--- src/rtl/pipeline_hazard_controller.sv ---
// Stall/flush sequencer for the 5-stage pipeline: load-use stall, redirect flush,
// dmem-busy freeze, saturating debug counters and a sticky memory-wait timeout.
module pipeline_hazard_controller #(
   parameter int unsigned CNT_W     = 16,
   parameter int unsigned MAX_WAIT  = 255,
   parameter int unsigned HAZARD_EN = 1
) (
   input  logic             clk,
   input  logic             reset,
   input  logic [4:0]       id_rs1_i,
   input  logic [4:0]       id_rs2_i,
   input  logic             id_uses_rs1_i,
   input  logic             id_uses_rs2_i,
   input  logic             ex_mem_read_i,
   input  logic [4:0]       ex_rd_i,
   input  logic             mem_redirect_i,
   input  logic             dmem_busy_i,
   output logic             pc_write_o,
   output logic             if_id_write_o,
   output logic             id_ex_bubble_o,
   output logic             if_id_flush_o,
   output logic             id_ex_flush_o,
   output logic             ex_mem_flush_o,
   output logic             pipe_freeze_o,
   output logic [1:0]       state_o,
   output logic [CNT_W-1:0] stall_count_o,
   output logic [CNT_W-1:0] flush_count_o,
   output logic             timeout_o
);

   typedef enum logic [1:0] {
      ST_RUN    = 2'd0,
      ST_STALL  = 2'd1,
      ST_FLUSH  = 2'd2,
      ST_FREEZE = 2'd3
   } state_e;

   state_e           state_q, state_d;
   logic [CNT_W-1:0] stall_q, stall_d;
   logic [CNT_W-1:0] flush_q, flush_d;
   logic [15:0]      wait_q, wait_d;
   logic             timeout_q, timeout_d;
   logic             lu;

   always_comb begin
      lu = (HAZARD_EN != 0) && ex_mem_read_i && (ex_rd_i != 5'd0) &&
           ((id_uses_rs1_i && (id_rs1_i == ex_rd_i)) ||
            (id_uses_rs2_i && (id_rs2_i == ex_rd_i)));
   end

   // Priority: reset purge > freeze > redirect > load-use > run
   always_comb begin
      state_d        = ST_RUN;
      pc_write_o     = 1'b1;
      if_id_write_o  = 1'b1;
      id_ex_bubble_o = 1'b0;
      if_id_flush_o  = 1'b0;
      id_ex_flush_o  = 1'b0;
      ex_mem_flush_o = 1'b0;
      pipe_freeze_o  = 1'b0;
      if (reset) begin
         if_id_flush_o  = 1'b1;
         id_ex_flush_o  = 1'b1;
         ex_mem_flush_o = 1'b1;
      end else if (dmem_busy_i) begin
         state_d       = ST_FREEZE;
         pc_write_o    = 1'b0;
         if_id_write_o = 1'b0;
         pipe_freeze_o = 1'b1;
      end else if (mem_redirect_i) begin
         state_d        = ST_FLUSH;
         if_id_flush_o  = 1'b1;
         id_ex_flush_o  = 1'b1;
         ex_mem_flush_o = 1'b1;
      end else if (lu) begin
         state_d        = ST_STALL;
         pc_write_o     = 1'b0;
         if_id_write_o  = 1'b0;
         id_ex_bubble_o = 1'b1;
      end
   end

   always_comb begin
      stall_d = stall_q;
      flush_d = flush_q;
      if (state_d == ST_STALL && stall_q != '1) stall_d = stall_q + CNT_W'(1);
      if (state_d == ST_FLUSH && flush_q != '1) flush_d = flush_q + CNT_W'(1);
      wait_d = '0;
      if (dmem_busy_i) wait_d = (wait_q != '1) ? wait_q + 16'd1 : wait_q;
      timeout_d = timeout_q | (dmem_busy_i && (wait_d == 16'(MAX_WAIT)));
   end

   always_ff @(posedge clk) begin
      if (reset) begin
         state_q   <= ST_RUN;
         stall_q   <= '0;
         flush_q   <= '0;
         wait_q    <= '0;
         timeout_q <= 1'b0;
      end else begin
         state_q   <= state_d;
         stall_q   <= stall_d;
         flush_q   <= flush_d;
         wait_q    <= wait_d;
         timeout_q <= timeout_d;
      end
   end

   assign state_o       = state_q;
   assign stall_count_o = stall_q;
   assign flush_count_o = flush_q;
   assign timeout_o     = timeout_q;

endmodule
--- config.mk ---
export PLATFORM = sky130hd
export DESIGN_NAME = pipeline_hazard_controller
export DESIGN_NICKNAME = d
export VERILOG_FILES = /design/src/rtl/pipeline_hazard_controller.sv
export SDC_FILE = /design/constraint.sdc
export NUM_CORES = 1
export LEC_CHECK = 0
export CORE_ASPECT_RATIO = 0.9
export CORE_MARGIN = 1.5
export CORE_UTILIZATION = 30
export DETAILED_ROUTE_END_ITERATION = 8
export GPL_ROUTABILITY_DRIVEN = 0
export SYNTH_ARGS = -nofsm -noshare
export SYNTH_HDL_FRONTEND = slang
export SYNTH_SLANG_ARGS = --single-unit
export TNS_END_PERCENT = 10
--- constraint.sdc ---
create_clock -name clk -period 2.65 [get_ports clk]
set_input_delay 0.3975 -clock clk [delete_from_list [all_inputs] [get_ports clk]]
set_output_delay 0.3975 -clock clk [all_outputs]
set_load 0.02 [all_outputs]
-- Word level (Yosys, flattened, before mapping)
Index checks and enable logic that the tools add are counted.
- reductions and logical operators: 9
- $mul: 0
- divide/modulo/power cells: 0
- shift operators: 0
- muxes and demuxes: 19
- add/subtract/negate cells: 3
- bitwise operators: 1
- order comparisons: 0
- equal/unequal tests: 8
- operators with widths (operator ; count):
    16-bit by 1-bit adder with 16-bit output, second input constant ; 3
    16-bit inequality test, second input constant ; 3
    16-bit 2-to-1 mux ; 2
    16-bit by 8-bit equality test with 1-bit output, second input constant ; 1
    1-bit 2-to-1 mux ; 14
    5-bit equality test ; 2
    1-bit logical AND ; 7
    2-bit 2-to-1 mux ; 3
    5-bit nonzero test ; 1
    2-bit by 1-bit equality test with 1-bit output, second input constant ; 1
    2-bit equality test, second input constant ; 1
    1-bit logical OR ; 1
    1-bit OR ; 1
- input port bits: 22
- RAM bits: 0
- bits in latches: 0
- bits in registers: 51
- memory bits (read-only): 0
- output and inout port bits: 42
- memories: 0
- logic and storage cells: 45

-- Depth between registers and ports, before layout
Gate-level depths: netlist of run 1.
- depth after elaboration: 10
- mapped depth: 8
- gate-level depth less buffers: 7

-- Worst setup path before layout of run 1
OpenSTA, ideal clock, no wires.
- kind: input-to-output
- from: input ex_rd_i[1]
- to: output id_ex_bubble_o
- stages: 7
- data required time: 2253 ps
- data arrival time: 1583 ps
- setup slack: 669 ps
- cells stage by stage: or4_1 > nor2_2 > nor4b_4 > nand3_4 > buf_6 > buf_6 > inv_1
- longest elaborated chain between the ends: 8
- RTL lines (what ; line ; RTL):
    start, declared ; 15 ; input logic [4:0] ex_rd_i,
    5-bit equality test, on equally long branches ; 47, 48 ;
    1-bit logical AND, on equally long branches ; 47, 48 ;
    1-bit logical OR ; 47 ; ((id_uses_rs1_i && (id_rs1_i == ex_rd_i)) ||
    1-bit logical AND (*) ; 46 ; lu = (HAZARD_EN != 0) && ex_mem_read_i && (ex_rd_i != 5'd0) &&
    1-bit 2-to-1 mux (*) ; 75 ; end else if (lu) begin
    1-bit 2-to-1 mux (*) ; 70 ; end else if (mem_redirect_i) begin
    1-bit 2-to-1 mux (*) ; 65 ; end else if (dmem_busy_i) begin
    1-bit 2-to-1 mux (*) ; 61 ; if (reset) begin
    end, declared ; 20 ; output logic id_ex_bubble_o,
Every way passes the cells marked *; elsewhere a longest branch is shown, timed or not.

-- Final worst setup path of run 1
- from: input ex_rd_i[2]
- to: output id_ex_bubble_o
The elaborated chain is that of the path after synthesis.

==> results.yml, run 1 <==
outcome:
  outcome: "finished, final reports clean"
cts:
  htree_num_levels: 2
  cts_inserted_buffers: 5
  cts_tree: "built"
  clock-root-buffer: "clkbuf_8"
  clk_pin_slew_ns: 0.10
  cts_max_path_buffers: 2
  clk_latency_ns: 0.31
  clock_sinks: 51
synthesis:
  yosys_warnings: 0
  synth_flop_cell: "dfxtp_1"
  synth-seq-cells: 51
  synth_edf_count: 0
  synth_common_cells: "51 x dfxtp_1, 37 x nor2_1, 25 x nand2_1, 25 x nand4_1, 19 x xor2_1"
  yosysMostFrequentCell: "dfxtp_1"
  yosys.area.top_type: "dfxtp_1"
  async_flop_share_pct: 0
  ys_types: 49
  synth_area_um2: 2710
  avgSynthCellArea_um2: 8.58
  ys_seq_area_share_pct: 37.7
  synthCells: 316
  synth.area.top_cells: "dfxtp_1 38%, xor2_1 6.1%, nand4_1 5.8%"
  synth_nets: 341
  netlist.area_leader.share_pct: 37.7
power_and_ir_drop:
  power_mw: 1.37
  p_leak_nw: 1.20
  power.density_nw_per_um2: 384
  vdd_drop_max_v: 0.000196
die:
  die_y_um: 93.2
  dieArea_um2: 9620
  core_area_um2: 8690
  die_x_um: 103
  io_pins: 64
  start_util_pct: 31.2
  rows: 32
setup_path:
  worst_setup_path_start_kind: "input pin"
  cp.arrival_ns: 2.15
  crit_type: "in2out"
  end_kind: "output port"
  crit_path_max_fanout: 2
  worstPathRequired_ns: 2.25
route:
  wl_met2_mm: 2.78
  drtAntennaViolNets: 0
  dr.max_layer_used: "met4"
  met1Wirelength_mm: 3.18
  drc: 0
  routed_wl_mm: 6.40
  drtIter0Drc: 57
  drt-vias-per-instance: 4.94
  vias: 2468
  wire_per_inst_um: 12.8
  route.met3.wl_um: 331
  drtPass1Iterations: 4
timing:
  setup_viol: 0
  fin_crit_sh_pct: 96.3
  holdWs_ns: 0.480
  clock.fmax_mhz: 392
  relSlewSlack_pct: 67.9
  fin_setup_tns_ns: 0
  drv_slew: 0
  setup_slack_ns: 0.0983
  clock-skew-final_ns: 0.0128
  hold_viol_final: 0
  rsz0062_at_grt: "no"
  fin_crit_ns: 2.55
  tightest_slew_ns: 0.480
flow_run:
  maxCapViolCount: 0
finish:
  diodes: 0
  fin_util_pct: 41.1
  fillers: 914
  syn_to_final_growth_pct: 31.6
  drive_gt1_share_pct: 8.66
  nets: 405
grt:
  grt_pass1_vias: 2297
  overflow: 0
  grt_max_degree: 29
  grt_pass1_wl_mm: 10.8
  grt.total_usage_pct: 14.0
  antenna_found_initial: 0
min_path:
  hold_path.class: "reg2reg"
placed_design:
  io_buffers: 63
  place_ws_ns: -0.305
  dp_hpwl_mm: 4.77
[state kept, by name, indices dropped and copies added (netlist names)]
register and count:
wait_q 16, state_o 2, stall_count_o 16, flush_count_o 16, timeout_o 1
[final timing paths]
| path | start | endpoint | slack [ns] | cells past startpoint |
|---|---|---|---|---|
| min | timeout_o | timeout_o | 0.48 | 2 |
| min reg2reg | timeout_o | timeout_o | 0.48 | 2 |
| max | ex_rd_i[2] | id_ex_bubble_o | 0.1 | 8 |
| max reg2reg | stall_count_o[11] | stall_count_o[13] | 0.49 | 6 |
[timing repair]
| action | 4_1_cts | 5_1_grt |
|---|---|---|
| buffers inserted | 0 | 0 |
| resized for setup | 7 | 1 |
| pin swaps | 0 | 1 |
| hold buffers | 0 | 0 |
| endpoints found under the setup margin | 3 | 1 |
[where the power goes]
group / internal [mW] / switching, mW / leakage, nW
clock network: 0.185 / 0.276 / 0.0402
logic: 0.0716 / 0.0622 / 0.744
registers: 0.770 / 0.00408 / 0.412
[cells in the final DEF (no fill, tap or decap), types with 7 or more instances in the layout]
cell,synthesis,layout
a21oi_1,11,11
and3_1,7,7
buf_4,4,9
clkdlybuf4s50_1,0,59
dfxtp_1,51,51
inv_1,10,10
nand2_1,25,25
nand3_1,8,8
nand4_1,25,25
nor2_1,37,37
nor3_1,7,7
o21ai_1,7,7
xnor2_1,12,12
xor2_1,19,19
[metrics by stage]
stage / instances / cell area (µm²)
after floorplan: 316 / 2710
after global placement: 492 / 3470
after detailed placement: 492 / 3470
after CTS: 500 / 3560
after global routing: 500 / 3570
final: 500 / 3570
[logic make-up (layout without fill, tap and decap cells)]
group                    after synthesis  in the layout  synth area share, %
AO/OA/AOI/OAI                         40             40                 9.32
AND/OR/NAND/NOR                      156            156                 33.0
XOR/XNOR                              31             31                 10.0
adder cells (fa/ha/maj)                3              3                 1.38
buffers and inverters                 25             90                 4.71
flip-flops                            51             51                 37.7
multiplexers                          10             10                 3.92
[metal layers]
metal	up-vias	track usage, %
met3	9	2.91
li1	1258	-
met1	1138	20.1
met5	-	0
met4	0	4.73
met2	63	20.8
[final cells by class]
type | count | area (µm²) | area share [%]
Clock buffer | 5 | 68.8 | 1.93
Clock inverter | 3 | 20.0 | 0.561
Inverter | 10 | 37.5 | 1.05
Multi-Input combinational cell | 240 | 1570 | 44.1
Sequential cell | 51 | 1020 | 28.6
Tap cell | 119 | 149 | 4.17
Timing Repair Buffer | 72 | 699 | 19.6
[worst max-delay path: stages]
cell	delay (ns)
clkdlybuf4s50_1	0.42
or4_4	0.54
nor2_4	0.17
nor4b_4	0.06
buf_4	0.14
nand3_4	0.07
inv_1	0.04
dlygate4sd2_1	0.31
Note: power is estimated with default switching activity, not from simulation.
==> run 2, diff against run 1 <==
- CORE_MARGIN: 1.5 -> 5
- DONT_BUFFER_PORTS: default -> 1
- REMOVE_ABC_BUFFERS: default -> 1
==> results.yml, run 2 (synthesis gave the netlist of run 1 again) <==
cts:
  cts_tree: "built"
  cts_resized: 0
  cts_max_path_buffers: 2
  cts_hold_buf: 0
  htree_num_levels: 2
  clock-root-buffer: "clkbuf_8"
  clk_pin_slew_ns: 0.10
  post_cts_buffers: 0
  clock_sinks: 51
  clk_latency_ns: 0.30
  cts_inserted_buffers: 5
finish:
  diodes: 0
  multiInputGateArea_um2: 1560
  final_cell_mix: "51 x dfxtp_1, 37 x nor2_1, 25 x nand4_1, 25 x nand2_1, 19 x xor2_1"
  fillers: 927
  nets: 334
  syn_to_final_growth_pct: 6.28
  regArea_um2: 1020
  drive_gt1_share_pct: 7.74
  layout.cells.non_filler: 429
  final_common_cell: "dfxtp_1"
die:
  die_y_um: 100
  io_pins: 64
  dieArea_um2: 11000
  start_util_pct: 31.2
  die_x_um: 110
  core_area_um2: 8690
  rows: 32
timing:
  fin_crit_ns: 2.23
  relSlewSlack_pct: 68.6
  tightest_slew_ns: 0.469
  rsz0062_at_grt: "no"
  drv_slew: 0
  clock-skew-final_ns: 0.0104
  setup_viol: 0
  fin_crit_sh_pct: 84.2
  fin_setup_tns_ns: 0
  clock.fmax_mhz: 448
  hold_viol_final: 0
setup_path:
  crit_slowest_cell: "dfxtp_1"
  crit_chain: "and4_1 -> nor4b_2 -> nand3_1 -> nand4_1 -> nor4_1 -> mux2_1"
  end_kind: "flip-flop"
  reg2reg_from: "stall_count_o[11]"
  slowest_delay_ns: 0.43
  cp.arrival_ns: 2.42
  rr_endpoint: "stall_count_o[13]"
  worst_setup_path_start_kind: "flip-flop"
  crit_path_max_fanout: 12
  cp_top_family: "simple AND/OR/NAND/NOR gates"
  crit_type: "reg2reg"
  critPathBufInv: 0
  rrSetupSlack_ns: 0.42
  worstPathRequired_ns: 2.84
  r2r_cells: 6
route:
  vias: 2211
  dr.max_layer_used: "met4"
  drtAntennaViolNets: 0
  routed_wl_mm: 5.94
  drtIter0Drc: 67
  drt-vias-per-instance: 5.15
  met1Wirelength_mm: 2.71
  drtPass1Iterations: 5
  route.met3.wl_um: 476
  drc: 0
  wl_met2_mm: 2.70
  wire_per_inst_um: 13.9
outcome:
  outcome: "finished, final reports clean"
grt:
  overflow: 0
  grt.total_usage_pct: 10.7
  grt_pass1_wl_mm: 9.61
  antenna_found_initial: 0
  grt_max_degree: 46
  grt_pass1_vias: 2020
placed_design:
  io_buffers: 0
  dp_hpwl_mm: 4.30
  dp_cells: 421
power_and_ir_drop:
  vdd_drop_max_v: 0.000206
  p_leak_nw: 0.923
  power.density_nw_per_um2: 461
min_path:
  hold_path.class: "in2reg"
  whs_endpoint: "flush_count_o[0]"
  holdPathStages: 1
  min-delay-start: "reset"
flow_run:
  maxCapViolCount: 0
==> run 2: cell count changes in the layout (fill, tap and decap cells not counted), sizes merged <==
cell	before	now
clkinvlp	2	1
dlygate4sd2	1	0
dlymetal6s2s	1	0
clkdlybuf4s15	2	0
buf	9	1
clkinv	1	0
clkbuf	5	7
clkdlybuf4s50	59	0
==> run 2: routing by layer <==
metal	GRT usage (%)	up-vias
met5	0	-
met4	3.13	0
met3	4.12	5
met2	17.0	64
met1	13.5	1029
li1	-	1113
==> run 2: worst max path at each step <==
| stage | start | to | cells past startpoint |
|---|---|---|---|
| after detailed placement | stall_count_o[11] | stall_count_o[13] | 6 |
| final | stall_count_o[11] | stall_count_o[13] | 6 |
| after CTS | stall_count_o[11] | stall_count_o[13] | 6 |
| after global placement | stall_count_o[11] | stall_count_o[13] | 6 |
| after floorplan | ex_rd_i[1] | if_id_write_o | 6 |
| after global routing | stall_count_o[11] | stall_count_o[13] | 6 |
==> run 2: through the flow <==
step | area [µm²] | total power, mW | util (%) | hold WS, ns | setup slack (ns)
detailed placement | 2780 | 0.855 | 32.0 | 0.476 | 0.453
finish | 2880 | 1.33 | 33.2 | 0.155 | 0.420
floorplan | 2620 | 0.844 | - | 0.467 | 0.739
CTS | 2880 | 1.36 | 33.2 | 0.134 | 0.442
global placement | 2780 | 0.853 | 32.0 | 0.474 | 0.532
global route | 2880 | 1.40 | 33.2 | 0.121 | 0.300
==> run 2: worst register-to-register path: cells and delay by family, from the launching register on <==
kind | cells | cell delay, ns
AND/OR/NAND/NOR | 5 | 1.35
flip-flops | 1 | 0.43
multiplexers | 1 | 0.35
==> run 2: power breakdown <==
part	internal (mW)	leakage (nW)	switching [mW]
Clock	0.238	0.0505	0.254
Sequential	0.770	0.412	0.00819
Combinational	0.0260	0.461	0.0312
Total	1.03	0.923	0.294
==> run 2: cell type report <==
class	instances	share of cell area, %
multi-input cells	240	54.2
clock inverters	1	0.261
flip-flops and latches	51	35.4
repair buffers	1	0.261
inverters	10	1.30
clock buffers	7	3.34
well taps	119	5.17
==> run 3, diff against run 2 <==
- clock period: 2.65 -> 2.1 ns (I/O delays scaled with it)
==> results.yml, run 3 (synthesis gave the netlist of run 1 again) <==
timing:
  clock-skew-final_ns: 0.00604
  tightest_slew_ns: 0.433
  fin_crit_sh_pct: 90.4
  clock.fmax_mhz: 527
  rsz0062_at_grt: "no"
  fin_crit_ns: 1.90
  setup_viol: 0
  setup_slack_ns: 0.201
  drv_slew: 0
  relSlewSlack_pct: 71.0
  hold_viol_final: 0
  holdWs_ns: 0.0797
  fin_setup_tns_ns: 0
power_and_ir_drop:
  power.switching_uw: 365
  power.internal_mw: 1.24
  power_frac_comb_pct: 5.1
  power.density_nw_per_um2: 516
  vdd_drop_max_v: 0.000237
  clkPwrFrac_pct: 34.1
  p_seq_share_pct: 60.8
  switching_share_pct: 22.7
  p_leak_nw: 1.08
route:
  drtPass1Iterations: 4
  routed_wl_mm: 6.40
  drtIter0Drc: 79
  drtAntennaViolNets: 0
  drt-vias-per-instance: 5.08
  vias: 2345
  wire_per_inst_um: 13.8
  drc: 0
cts:
  clk_latency_ns: 0.29
  clock-root-buffer: "clkbuf_8"
  htree_num_levels: 2
  clk_pin_slew_ns: 0.09
  cts_inserted_buffers: 5
  cts_max_path_buffers: 2
  cts_tree: "built"
  cts_hold_buf: 0
  clock_sinks: 51
die:
  dieArea_um2: 11000
  start_util_pct: 31.2
  io_pins: 64
  die_x_um: 110
  rows: 32
  die_y_um: 100
  core_area_um2: 8690
setup_path:
  worst_setup_path_start_kind: "flip-flop"
  cp.arrival_ns: 2.11
  r2r_cells: 7
  worstPathRequired_ns: 2.31
  crit_path_max_fanout: 6
  end_kind: "flip-flop"
  crit_type: "reg2reg"
  reg2reg_from: "wait_q[1]"
  rrSetupSlack_ns: 0.20
  rr_endpoint: "timeout_o"
placed_design:
  io_buffers: 0
  place_ws_ns: 0.0484
  dp_hpwl_mm: 4.83
  dp_cells: 452
min_path:
  min-delay-start: "reset"
  holdPathStages: 1
  hold_path.class: "in2reg"
  whs_endpoint: "flush_count_o[2]"
outcome:
  outcome: "finished, final reports clean"
grt:
  antenna_found_initial: 0
  grt_max_degree: 46
  grt_pass1_wl_mm: 10.6
  grt.total_usage_pct: 11.8
  grt_pass1_vias: 2247
  overflow: 0
finish:
  layout.cells.non_filler: 462
  final_cell_mix: "51 x dfxtp_1, 37 x nor2_1, 34 x buf_4, 25 x nand4_1, 25 x nand2_1"
  fin_util_pct: 35.9
  syn_to_final_growth_pct: 15.0
  drive_gt1_share_pct: 16.9
  nets: 367
  diodes: 0
  final_common_cell: "dfxtp_1"
flow_run:
  maxCapViolCount: 0
-- run 3: power by group through the flow --
stage	clock, mW	combinational, mW	sequential (mW)
3_3_place_gp	0	0.0816	1.00
6_report	0.549	0.0824	0.978
2_1_floorplan	0	0.0618	1.00
5_1_grt	0.621	0.0899	0.980
3_5_place_dp	0	0.0834	1.00
4_1_cts	0.584	0.0837	0.979
-- run 3: how the worst max path moves through the flow --
| stage | slack [ns] | depth (start not counted) | from | endpoint |
|---|---|---|---|---|
| 4_1_cts | 0.08 | 7 | stall_count_o[13] | stall_count_o[5] |
| 6_report | 0.20 | 7 | wait_q[1] | timeout_o |
| 2_1_floorplan | 0.19 | 6 | stall_count_o[12] | stall_count_o[13] |
| 3_5_place_dp | 0.05 | 6 | ex_rd_i[1] | stall_count_o[9] |
| 3_3_place_gp | 0.15 | 7 | wait_q[1] | timeout_o |
| 5_1_grt | 0.02 | 7 | wait_q[1] | timeout_o |
-- run 3: metrics by stage --
step           instance area (µm²)  total power, mW
2_1_floorplan                 2620             1.07
3_5_place_dp                  3010             1.08
5_1_grt                       3120             1.69
4_1_cts                       3090             1.65
6_report                      3120             1.61
3_3_place_gp                  3010             1.08
-- run 3: layer usage --
| layer | global-route usage, % | part of all wire [%] | up-vias |
|---|---|---|---|
| met3 | 3.73 | 8.6 | 2 |
| met2 | 18.9 | 46 | 75 |
| met4 | 3.31 | 0.84 | 0 |
| met1 | 15.3 | 45 | 1092 |
| met5 | 0 | 0 | - |
| li1 | - | - | 1176 |
-- run 3: critical path: stages, from the launching register on --
cell,delay [ns]
dfxtp_1,0.41
ha_2,0.26
nand3_1,0.12
nor3_2,0.22
nand2_1,0.12
mux2i_2,0.25
o2111ai_1,0.17
o31ai_1,0.26
-- run 3: layout make-up --
| class | instances | area [µm²] |
|---|---|---|
| Fill cell | 907 | 5570 |
| Clock buffer | 7 | 76.3 |
| Clock inverter | 1 | 5.00 |
| Sequential cell | 51 | 1020 |
| Multi-Input combinational cell | 240 | 1570 |
| Timing Repair Buffer | 34 | 255 |
| Tap cell | 119 | 149 |
| Inverter | 10 | 37.5 |
-- run 3: timing repair --
action	CTS	global route
endpoints found under the setup margin	0	4
resized for setup	0	3
buffers inserted	0	2
